===== src/rtl/nonlinear_stage_if.sv =====
// nonlinear_stage_if
//   Handshake bundle for the SWAN64 nonlinear stage: the upstream valid/ready
//   channel carrying one Feistel side plus a round-key half, and the
//   downstream valid/ready channel carrying the S-box layer result.
//   Words use [0:SIDE_SIZE-1] packing, so bit 0 is the MSB.
//
//   in_valid / in_ready   upstream handshake
//   in_x, in_k            side data and round-key half
//   out_valid / out_ready downstream handshake
//   out_y                 S-box layer result
//
//   master: the environment, which drives inputs and out_ready.
//   slave : the stage itself.
interface nonlinear_stage_if #(
  parameter int SIDE_SIZE = 32
);
  logic                 in_valid;
  logic                 in_ready;
  logic [0:SIDE_SIZE-1] in_x;
  logic [0:SIDE_SIZE-1] in_k;
  logic                 out_valid;
  logic                 out_ready;
  logic [0:SIDE_SIZE-1] out_y;

  modport master (
    output in_valid, in_x, in_k, out_ready,
    input  in_ready, out_valid, out_y
  );

  modport slave (
    input  in_valid, in_x, in_k, out_ready,
    output in_ready, out_valid, out_y
  );
endinterface


===== src/rtl/nonlinear_stage.sv =====
// nonlinear_stage
//   Registered nonlinear layer of the SWAN64 round datapath. Stage 1 captures
//   in_x ^ in_k; stage 2 captures the bitsliced 4-bit S-box layer of that sum.
//   Two-entry elastic pipeline with valid/ready on both sides.
//
//   clk    single clock, rising edge
//   rst_n  asynchronous active-low reset
//   bus    nonlinear_stage_if.slave (in_valid/in_ready/in_x/in_k,
//          out_valid/out_ready/out_y)
module nonlinear_stage #(
  parameter int BLOCK_SIZE = 64
) (
  input  logic               clk,
  input  logic               rst_n,
  nonlinear_stage_if.slave   bus
);
  localparam int SIDE_SIZE   = BLOCK_SIZE / 2;
  localparam int COLUMN_SIZE = SIDE_SIZE / 4;

  logic                 s1_v;
  logic                 s2_v;
  logic [0:SIDE_SIZE-1] s1_d;
  logic [0:SIDE_SIZE-1] s2_d;
  logic                 s1_en;
  logic                 s2_en;

  function automatic logic [3:0] sbox(input logic [3:0] n);
    logic [3:0] s;
    case (n)
      4'h0: s = 4'hC;
      4'h1: s = 4'h5;
      4'h2: s = 4'h6;
      4'h3: s = 4'hB;
      4'h4: s = 4'h9;
      4'h5: s = 4'h0;
      4'h6: s = 4'hA;
      4'h7: s = 4'hD;
      4'h8: s = 4'h3;
      4'h9: s = 4'hE;
      4'hA: s = 4'hF;
      4'hB: s = 4'h8;
      4'hC: s = 4'h4;
      4'hD: s = 4'h7;
      4'hE: s = 4'h1;
      default: s = 4'h2;
    endcase
    return s;
  endfunction

  // Bit j of each of the four columns forms one nibble, column 0 as MSB;
  // the S-box output is scattered back to the same four positions.
  function automatic logic [0:SIDE_SIZE-1] sbl(input logic [0:SIDE_SIZE-1] a);
    logic [0:SIDE_SIZE-1] r;
    logic [3:0]           n;
    logic [3:0]           s;
    r = '0;
    for (int j = 0; j < COLUMN_SIZE; j++) begin
      n = {a[j], a[COLUMN_SIZE + j], a[2*COLUMN_SIZE + j], a[3*COLUMN_SIZE + j]};
      s = sbox(n);
      r[j]                 = s[3];
      r[COLUMN_SIZE + j]   = s[2];
      r[2*COLUMN_SIZE + j] = s[1];
      r[3*COLUMN_SIZE + j] = s[0];
    end
    return r;
  endfunction

  // Ready ripples back combinationally so a full pipe still streams 1/cycle.
  assign s2_en        = !s2_v || bus.out_ready;
  assign s1_en        = !s1_v || s2_en;
  assign bus.in_ready = s1_en;

  assign bus.out_valid = s2_v;
  assign bus.out_y     = s2_d;

  always_ff @(posedge clk or negedge rst_n) begin
    if (!rst_n) begin
      s1_v <= 1'b0;
      s1_d <= '0;
      s2_v <= 1'b0;
      s2_d <= '0;
    end else begin
      if (s1_en) begin
        s1_v <= bus.in_valid;
        if (bus.in_valid) s1_d <= bus.in_x ^ bus.in_k;
      end
      if (s2_en) begin
        s2_v <= s1_v;
        if (s1_v) s2_d <= sbl(s1_d);
      end
    end
  end
endmodule

===== src/flat_wrapper.sv =====
// flat-port wrapper written by rule: the top's interface ports become plain ports
module nonlinear_stage_flat 
#(
  parameter int BLOCK_SIZE = 64
)
  (clk, rst_n, bus_in_valid, bus_in_x, bus_in_k, bus_out_ready, bus_in_ready, bus_out_valid, bus_out_y);
  nonlinear_stage_if bus_i ();
  input  logic clk;
  input  logic rst_n;
  input wire logic [$bits(bus_i.in_valid)-1:0] bus_in_valid;
  input wire logic [$bits(bus_i.in_x)-1:0] bus_in_x;
  input wire logic [$bits(bus_i.in_k)-1:0] bus_in_k;
  input wire logic [$bits(bus_i.out_ready)-1:0] bus_out_ready;
  output wire logic [$bits(bus_i.in_ready)-1:0] bus_in_ready;
  output wire logic [$bits(bus_i.out_valid)-1:0] bus_out_valid;
  output wire logic [$bits(bus_i.out_y)-1:0] bus_out_y;
  assign bus_i.in_valid = bus_in_valid;
  assign bus_i.in_x = bus_in_x;
  assign bus_i.in_k = bus_in_k;
  assign bus_i.out_ready = bus_out_ready;
  assign bus_in_ready = bus_i.in_ready;
  assign bus_out_valid = bus_i.out_valid;
  assign bus_out_y = bus_i.out_y;
  nonlinear_stage #(.BLOCK_SIZE(BLOCK_SIZE)) u_core (.clk(clk), .rst_n(rst_n), .bus(bus_i));
endmodule

===== config.mk =====
export PLATFORM = sky130hd
export DESIGN_NAME = nonlinear_stage_flat
export DESIGN_NICKNAME = d
export VERILOG_FILES = /design/src/rtl/nonlinear_stage_if.sv /design/src/rtl/nonlinear_stage.sv /design/src/flat_wrapper.sv
export SDC_FILE = /design/constraint.sdc
export NUM_CORES = 1
export LEC_CHECK = 0
export BUFFER_PORTS_ARGS = -buffer_cell sky130_fd_sc_hd__buf_2
export CAP_MARGIN = 40
export CELL_PAD_IN_SITES_DETAIL_PLACEMENT = 1
export CELL_PAD_IN_SITES_GLOBAL_PLACEMENT = 2
export CORE_MARGIN = 2
export CORE_UTILIZATION = 35
export DETAILED_ROUTE_END_ITERATION = 10
export HOLD_SLACK_MARGIN = 0.12
export PLACE_DENSITY_LB_ADDON = 0.1
export SYNTH_ARGS = -nofsm -noshare
export SYNTH_HDL_FRONTEND = slang
export SYNTH_SLANG_ARGS = --single-unit

===== constraint.sdc =====
create_clock -name clk -period 2.35 [get_ports clk]
set_input_delay 0.1175 -clock clk [delete_from_list [all_inputs] [get_ports clk]]
set_output_delay 0.1175 -clock clk [all_outputs]
set_load 0.05 [all_outputs]

# After elaboration in Yosys (flattened, before gate mapping)
# Memory sizes are Yosys's and may differ from the RTL's. A register that Yosys moved wholly into a read port is not among the register bits.
# Cells that the tools add are included.
[word_totals]
register_bits = 34
latch_bits = 0
ramBits = 0
rom_bits = 512
input_bits = 68
output_inout_bits = 34
elab_cells = 26
mem_count = 8
[classes]
addsub = 0
multipliers = 0
div = 0
order_cmp = 0
eq_ne = 0
shift = 0
mux = 0
bitwise_logic = 1
reduce_logical = 14
[mem_list]
columns = ["memory", "words", "width", "rd", "rd_clocked_by_memory_dff", "write_ports", "line", "source"]
rows = [
  ["(no name shown)", 16, 4, 1, 1, 0, "nonlinear_stage.sv:29", "case (n)"],
  ["(no name shown)", 16, 4, 1, 1, 0, "nonlinear_stage.sv:29", ""],
  ["(no name shown)", 16, 4, 1, 1, 0, "nonlinear_stage.sv:29", ""],
  ["(no name shown)", 16, 4, 1, 1, 0, "nonlinear_stage.sv:29", ""],
  ["(no name shown)", 16, 4, 1, 1, 0, "nonlinear_stage.sv:29", ""],
  ["(no name shown)", 16, 4, 1, 1, 0, "nonlinear_stage.sv:29", ""],
  ["+2 memories", "-", "-", "-", "-", "-", "-", ""],
]
[op_table]
columns = ["operator", "count"]
rows = [
  ["bitwise XOR 32 bit", 1],
  ["zero test 1 bit", 10],
  ["AND reduction 2 bit", 2],
  ["logical OR 1 bit", 2],
]

# Longest topological paths before layout
# Gate-level depths: netlist (run 1).
[logic_depth]
ltp_word = 4
ltp_mapped = 7
mapped_depth_nobuf = 5

# Worst setup path after synthesis (run 1)
# No wires, ideal clock.
[synth_timing]
path_kind = "reg2reg"
from = "register u_core.s2_v (netlist: u_core.bus.out_valid)"
to = "register u_core.s1_d[13] (netlist bit)"
setup_ns = 0.125
arrival_ns = 2.081
t_required_ns = 2.225
path_slack_ns = 0.144
path_stages_with_launch = 5
path_buffers = 1
period_less_slack_ns = 2.206
path_cell_list = "dfrtp_1 -> nand3b_1 -> nand2_2 -> buf_4 -> mux2_2"
[synth_via]
elab_chain_cells = 4
[synth_rtl]
columns = ["element", "line", "source"]
rows = [
  ["from (decl)", "nonlinear_stage.sv:21", "logic s2_v;"],
  ["from (signal assigned)", "nonlinear_stage.sv:88", "s2_v <= s1_v;"],
  ["zero test 1 bit", "nonlinear_stage.sv:69", "assign s2_en = !s2_v || bus.out_ready;"],
  ["logical OR 1 bit", "nonlinear_stage.sv:69", ""],
  ["logical OR 1 bit", "nonlinear_stage.sv:70", "assign s1_en = !s1_v || s2_en;"],
  ["net bus_in_ready", "flat_wrapper.sv:14", "output wire logic [$bits(bus_i.in_ready)-1:0] bus_in_ready;"],
  ["AND reduction 2 bit (no line)", "-", ""],
  ["to (signal assigned)", "nonlinear_stage.sv:85", "if (bus.in_valid) s1_d <= bus.in_x ^ bus.in_k;"],
  ["to (decl)", "nonlinear_stage.sv:22", "logic [0:SIDE_SIZE-1] s1_d;"],
]
# The timed path passes the listed nets, and every way through them passes these cells.
# A chain may end at the register's enable or synchronous reset.

==> flow_summary.toml, run 1 <==
[outcome]
status = "complete, no violations"

[route]
wl_um = 9450
drtAntennaViolNets = 0
via_per_inst = 4.80
post-route-drc-count = 0
dr.first_iter.drc_count = 86
wl_per_cell_um = 15.1
vias = 3011
drt_first_pass_iters = 4

[yosys]
synth_area_um2 = 4240
yosys_register_bits = 66
synthTopCellsByArea = "dfrtp_1, ha_1, mux4_2"
ys_types = 25
seq_area_frac_synth_pct = 39.0
yosysWarnings = 0
ys_top_cells_by_count = "dfrtp_1, ha_1, mux2i_1"
synth_top_flop_cell = "dfrtp_1"
yosys.area.top_type = "dfrtp_1"
syn-num-nets = 458
avgSynthCellArea_um2 = 12.1
synth.most_common_cell = "dfrtp_1"
synth_edf_count = 0
syn_inst = 350
synth_top_area_share_pct = 39.0
async_flop_share_pct = 100

[global_routing]
grt_pass1_vias = 3145
antenna_found_initial = 1
overflow = 0
grt_max_degree = 67
grt_pass1_wl_um = 15900
grt_usage_pct = 16.0

[timing]
fin_crit_ps = 1790
fin_setup_tns_ps = 0
worst_slew_pin_slew_ps = 517
slew_viol_final = 0
rsz0062_at_grt = "false"
maxSlewHeadroom_pct = 65.5
fin_skew_ps = 3.57
fmax_mhz = 558
hold_viol = 0
finalSetupViolations = 0
fin_crit_sh_pct = 76.2

[layout]
postLayoutCoreUtil_pct = 45.6
syn_to_final_growth_pct = 28.3
diodes = 0
drive_gt1_share_pct = 35.6
final_nets = 584

[pwr]
ir_worst_vdd_uv = 388
p_leak_nw = 2.64
p_per_area_nw_per_um2 = 1070

[worst_setup_path]
r2r_end = "u_core.bus.out_y[15]"
cp-end-kind = "flip-flop"
worstSetupPathType = "reg2reg"
r2r-start = "u_core.s1_d[31]"
worstRegToRegCells = 4
required_ps = 2570
rrSetupSlack_ps = 560
crit_path_start_kind = "flip-flop"
cp_max_fo = 6
arrival_ps = 2020

[die]
rows = 40
core-area_um2 = 11900
dieArea_um2 = 13000
initial_core_util_pct = 35.6
die_height_um = 114
io_pins = 102
die_w_um = 114

[clocking]
cts_inserted_buffers = 9
cts_max_level = 3
cts_buffer_depth = 2
clkTransAtPathRegs_ps = 50
clockRootBuffer = "clkbuf_16"
clock_sinks = 66
clkLatencyLatePin_ps = 340
cts_tree = "built"
post_cts_buffers = 0
ctsResizeCount = 0

[min_path]
hold_end = "u_core.s1_v"
min_path_cells = 3
hp-class = "in2reg"
min-delay-start = "bus_out_ready"

[place]
dp_hpwl_um = 6370
port_buffers = 101
place.gp.congestion = 0.753

[job]
cap_violations = 0
==> what timing repair did <==
action / in CTS / in global routing
setup endpoints to repair: 0 / 0
endpoints found under the hold margin: 82 / 0
hold buffers: 32 / 0
==> cells in the final DEF (no fill, tap or decap), drive strengths merged, types with 24 or more instances in the layout <==
master	instances
dlygate4sd3	32
dfrtp	66
mux2i	32
xnor2	24
mux2	32
a21oi	24
inv	24
ha	40
buf	105
nor2	24
==> area by class of cell <==
| type | count | area, um^2 |
|---|---|---|
| fillers | 1304 | 6480 |
| flip-flops and latches | 66 | 1650 |
| repair buffers | 137 | 868 |
| well taps | 147 | 184 |
| clock inverters | 2 | 10.0 |
| inverters | 24 | 90.1 |
| multi-input cells | 238 | 2350 |
| clock buffers | 13 | 280 |
==> state kept, by name (all words and copies together), names as in the netlist <==
name                  cells
u_core.s1_d              32
u_core.s1_v               1
u_core.bus.out_y         32
u_core.bus.out_valid      1
==> per-stage QoR <==
step | power, mW | hold WS, ps | instances | setup slack, ps | cell area [um^2]
floorplan | 3.85 | -178 | 350 | 144 | 4240
finish | 5.79 | 136 | 627 | 559 | 5430
global route | 6.17 | 143 | 627 | 491 | 5430
CTS | 5.89 | 132 | 627 | 534 | 5430
global placement | 4.43 | 179 | 580 | 550 | 4820
detailed placement | 4.46 | 177 | 580 | 552 | 4820
==> per-layer routing <==
metal	up-vias	share of wire [%]	track usage (%)
met1	1481	43	18.7
met4	2	1.3	5.12
li1	1453	-	-
met5	-	0.12	0
met3	12	5.0	5.58
met2	63	50	27.5
==> worst max path at each step <==
| stage | slack, ps | start | end | cells past startpoint |
|---|---|---|---|---|
| after floorplan | 140 | u_core.bus.out_valid | u_core.s1_d[13] | 4 |
| after global placement | 550 | u_core.s1_d[31] | u_core.bus.out_y[15] | 4 |
| after detailed placement | 550 | u_core.s1_d[31] | u_core.bus.out_y[15] | 4 |
| after CTS | 530 | u_core.s1_d[31] | u_core.bus.out_y[15] | 4 |
| after global routing | 490 | u_core.s1_d[31] | u_core.bus.out_y[15] | 4 |
| final | 560 | u_core.s1_d[31] | u_core.bus.out_y[15] | 4 |
==> power breakdown <==
group          switching, mW  leakage (nW)  internal (mW)  total [mW]
registers              0.387         0.758           1.50        1.89
logic                   1.55          1.74           1.03        2.58
clock network          0.504         0.147          0.819        1.32
total                   2.44          2.64           3.35        5.79
==> cells by family after synthesis <==
group	after synthesis	synth area share (%)
fa+ha+maj	40	11.8
xor+xnor	40	8.27
buf+inv	46	5.52
compound gates	40	5.67
simple gates	38	3.99
mux	80	25.7
flops	66	39.0
==> worst max-delay path: stages (launching register included) <==
cell and delay (ps):
dfrtp_1 450, inv_1 120, ha_1 360, mux4_2 480
mux2_4 270
(Power assumes the default switching activity.)
==> run 2, diff against run 1 <==
- CORE_UTILIZATION: 35 -> 32
- clock period: 2.35 -> 1.6 ns (I/O delays scaled with it)
==> run 2 against run 1 <==
Count of clock-buffer cells in the layout stayed put. Power grew 54%. Via count up 5.5%. Sequential cell count did not move. Sequential share of layout area shrank 2.7 points. Critical endpoint is now u_core.bus.out_y[11]. Setup slack got worse by 530 ps. Clock power increased by 39%. Register-to-register slack lost 530 ps. Largest power group unchanged. Die area increased by 9.0%. Final cell count rose by 11%. Clock skew is 0.59 ps lower.
==> flow_summary.toml, run 2 (synthesized netlist as in run 1, its figures left out) <==
[outcome]
status = "complete, no violations"

[worst_setup_path]
arrival_ps = 1790
cp_max_fo = 5
crit_path_start_kind = "flip-flop"
r2r_end = "u_core.bus.out_y[11]"
rrSetupSlack_ps = 30
worstRegToRegCells = 4
cp-end-kind = "flip-flop"
worstSetupPathType = "reg2reg"
required_ps = 1820
r2r-start = "u_core.s1_d[19]"

[route]
drt_first_pass_iters = 3
wl_um = 10100
vias = 3177
drtAntennaViolNets = 0
wl_per_cell_um = 14.5
post-route-drc-count = 0
dr.first_iter.drc_count = 104
via_per_inst = 4.56

[global_routing]
antenna_found_initial = 0
grt_usage_pct = 15.6
grt_pass1_wl_um = 17300
grt_max_degree = 67
overflow = 0
grt_pass1_vias = 3494

[clocking]
clkTransAtPathRegs_ps = 50
cts_buffer_depth = 2
cts_max_level = 3
cts_inserted_buffers = 9
clock_sinks = 66
clkLatencyLatePin_ps = 330
cts_tree = "built"
clockRootBuffer = "clkbuf_16"

[layout]
final_nets = 627
diodes = 0
drive_gt1_share_pct = 45.5
layout_commonest_cell = "buf_2"
postLayoutCoreUtil_pct = 45.7
syn_to_final_growth_pct = 41.2
most-common-layout-cells = "buf_2, dfrtp_1, dlygate4sd3_1"
fillers = 1437
final_cell_count_no_fill = 697

[place]
port_buffers = 101
dpl.cell_count = 642
dp_hpwl_um = 7230
place.gp.congestion = 0.784

[die]
initial_core_util_pct = 32.4
dieArea_um2 = 14200
core-area_um2 = 13100
die_w_um = 119
rows = 42
io_pins = 102
die_height_um = 119

[timing]
maxSlewHeadroom_pct = 74.7
fin_skew_ps = 2.97
slew_viol_final = 0
fin_crit_sh_pct = 97.9
finalSetupViolations = 0
fin_setup_tns_ps = 0
fmax_mhz = 638
worst_slew_pin_slew_ps = 379
hold_viol = 0
fin_crit_ps = 1570
rsz0062_at_grt = "true"

[pwr]
ir_worst_vdd_uv = 577
p_per_area_nw_per_um2 = 1490
power_mw = 8.92
p_leak_nw = 2.85

[min_path]
min_path_cells = 3
hp-class = "in2reg"
min-delay-start = "bus_in_k[27]"
hold_end = "u_core.s1_d[4]"

[job]
cap_violations = 0
run 2: final cells by class:
class	count	area (um^2)	share of cell area, %
sequential	66	1660	27.7
multi-input combinational	238	2470	41.3
inverter	24	90.1	1.51
clock buffer	13	270	4.52
timing repair buffer	180	1270	21.3
tap	176	220	3.68
run 2: repair_timing:
item | CTS | global route
hold buffers | 37 | 0
hold endpoints to repair | 85 | 0
gates resized for setup | 5 | 22
buffers inserted | 2 | 3
endpoints found under the setup margin | 5 | 9
run 2: worst max-delay path by stage:
stage | from | endpoint | slack, ps | cells past startpoint
finish | u_core.s1_d[19] | u_core.bus.out_y[11] | 30 | 4
floorplan | u_core.bus.out_valid | u_core.s1_d[0] | -330 | 4
global placement | u_core.s1_d[17] | u_core.bus.out_y[9] | 30 | 4
CTS | u_core.s1_d[20] | u_core.bus.out_y[12] | 1 | 4
detailed placement | u_core.s1_d[17] | u_core.bus.out_y[9] | -10 | 4
global route | u_core.s1_d[19] | u_core.bus.out_y[11] | -20 | 4
run 2: power by group:
group          internal, mW  switching [mW]
clock network          1.15           0.683
registers              2.21           0.448
logic                  1.89            2.54
total                  5.25            3.67
run 2: layer usage:
layer	global-route usage (%)	part of all wire [%]	up-vias
met1	17.7	42	1570
met2	28.3	53	59
met4	4.02	1.1	0
li1	-	-	1538
met3	4.69	4.2	10
met5	0	0	-
run 2: critical path: stages (launching register included):
cell and delay (ps):
dfrtp_1 430, inv_2 100, ha_4 200, mux4_2 450, mux2_4 260
run 2: metrics by stage:
stage          hold slack [ps]  setup slack (ps)  area (um^2)
2_1_floorplan             -216              -332         4360
3_3_place_gp               143              32.1         5270
3_5_place_dp               144             -12.7         5270
4_1_cts                    121              1.24         5930
5_1_grt                    130             -15.1         5980
6_report                   128              33.7         5980
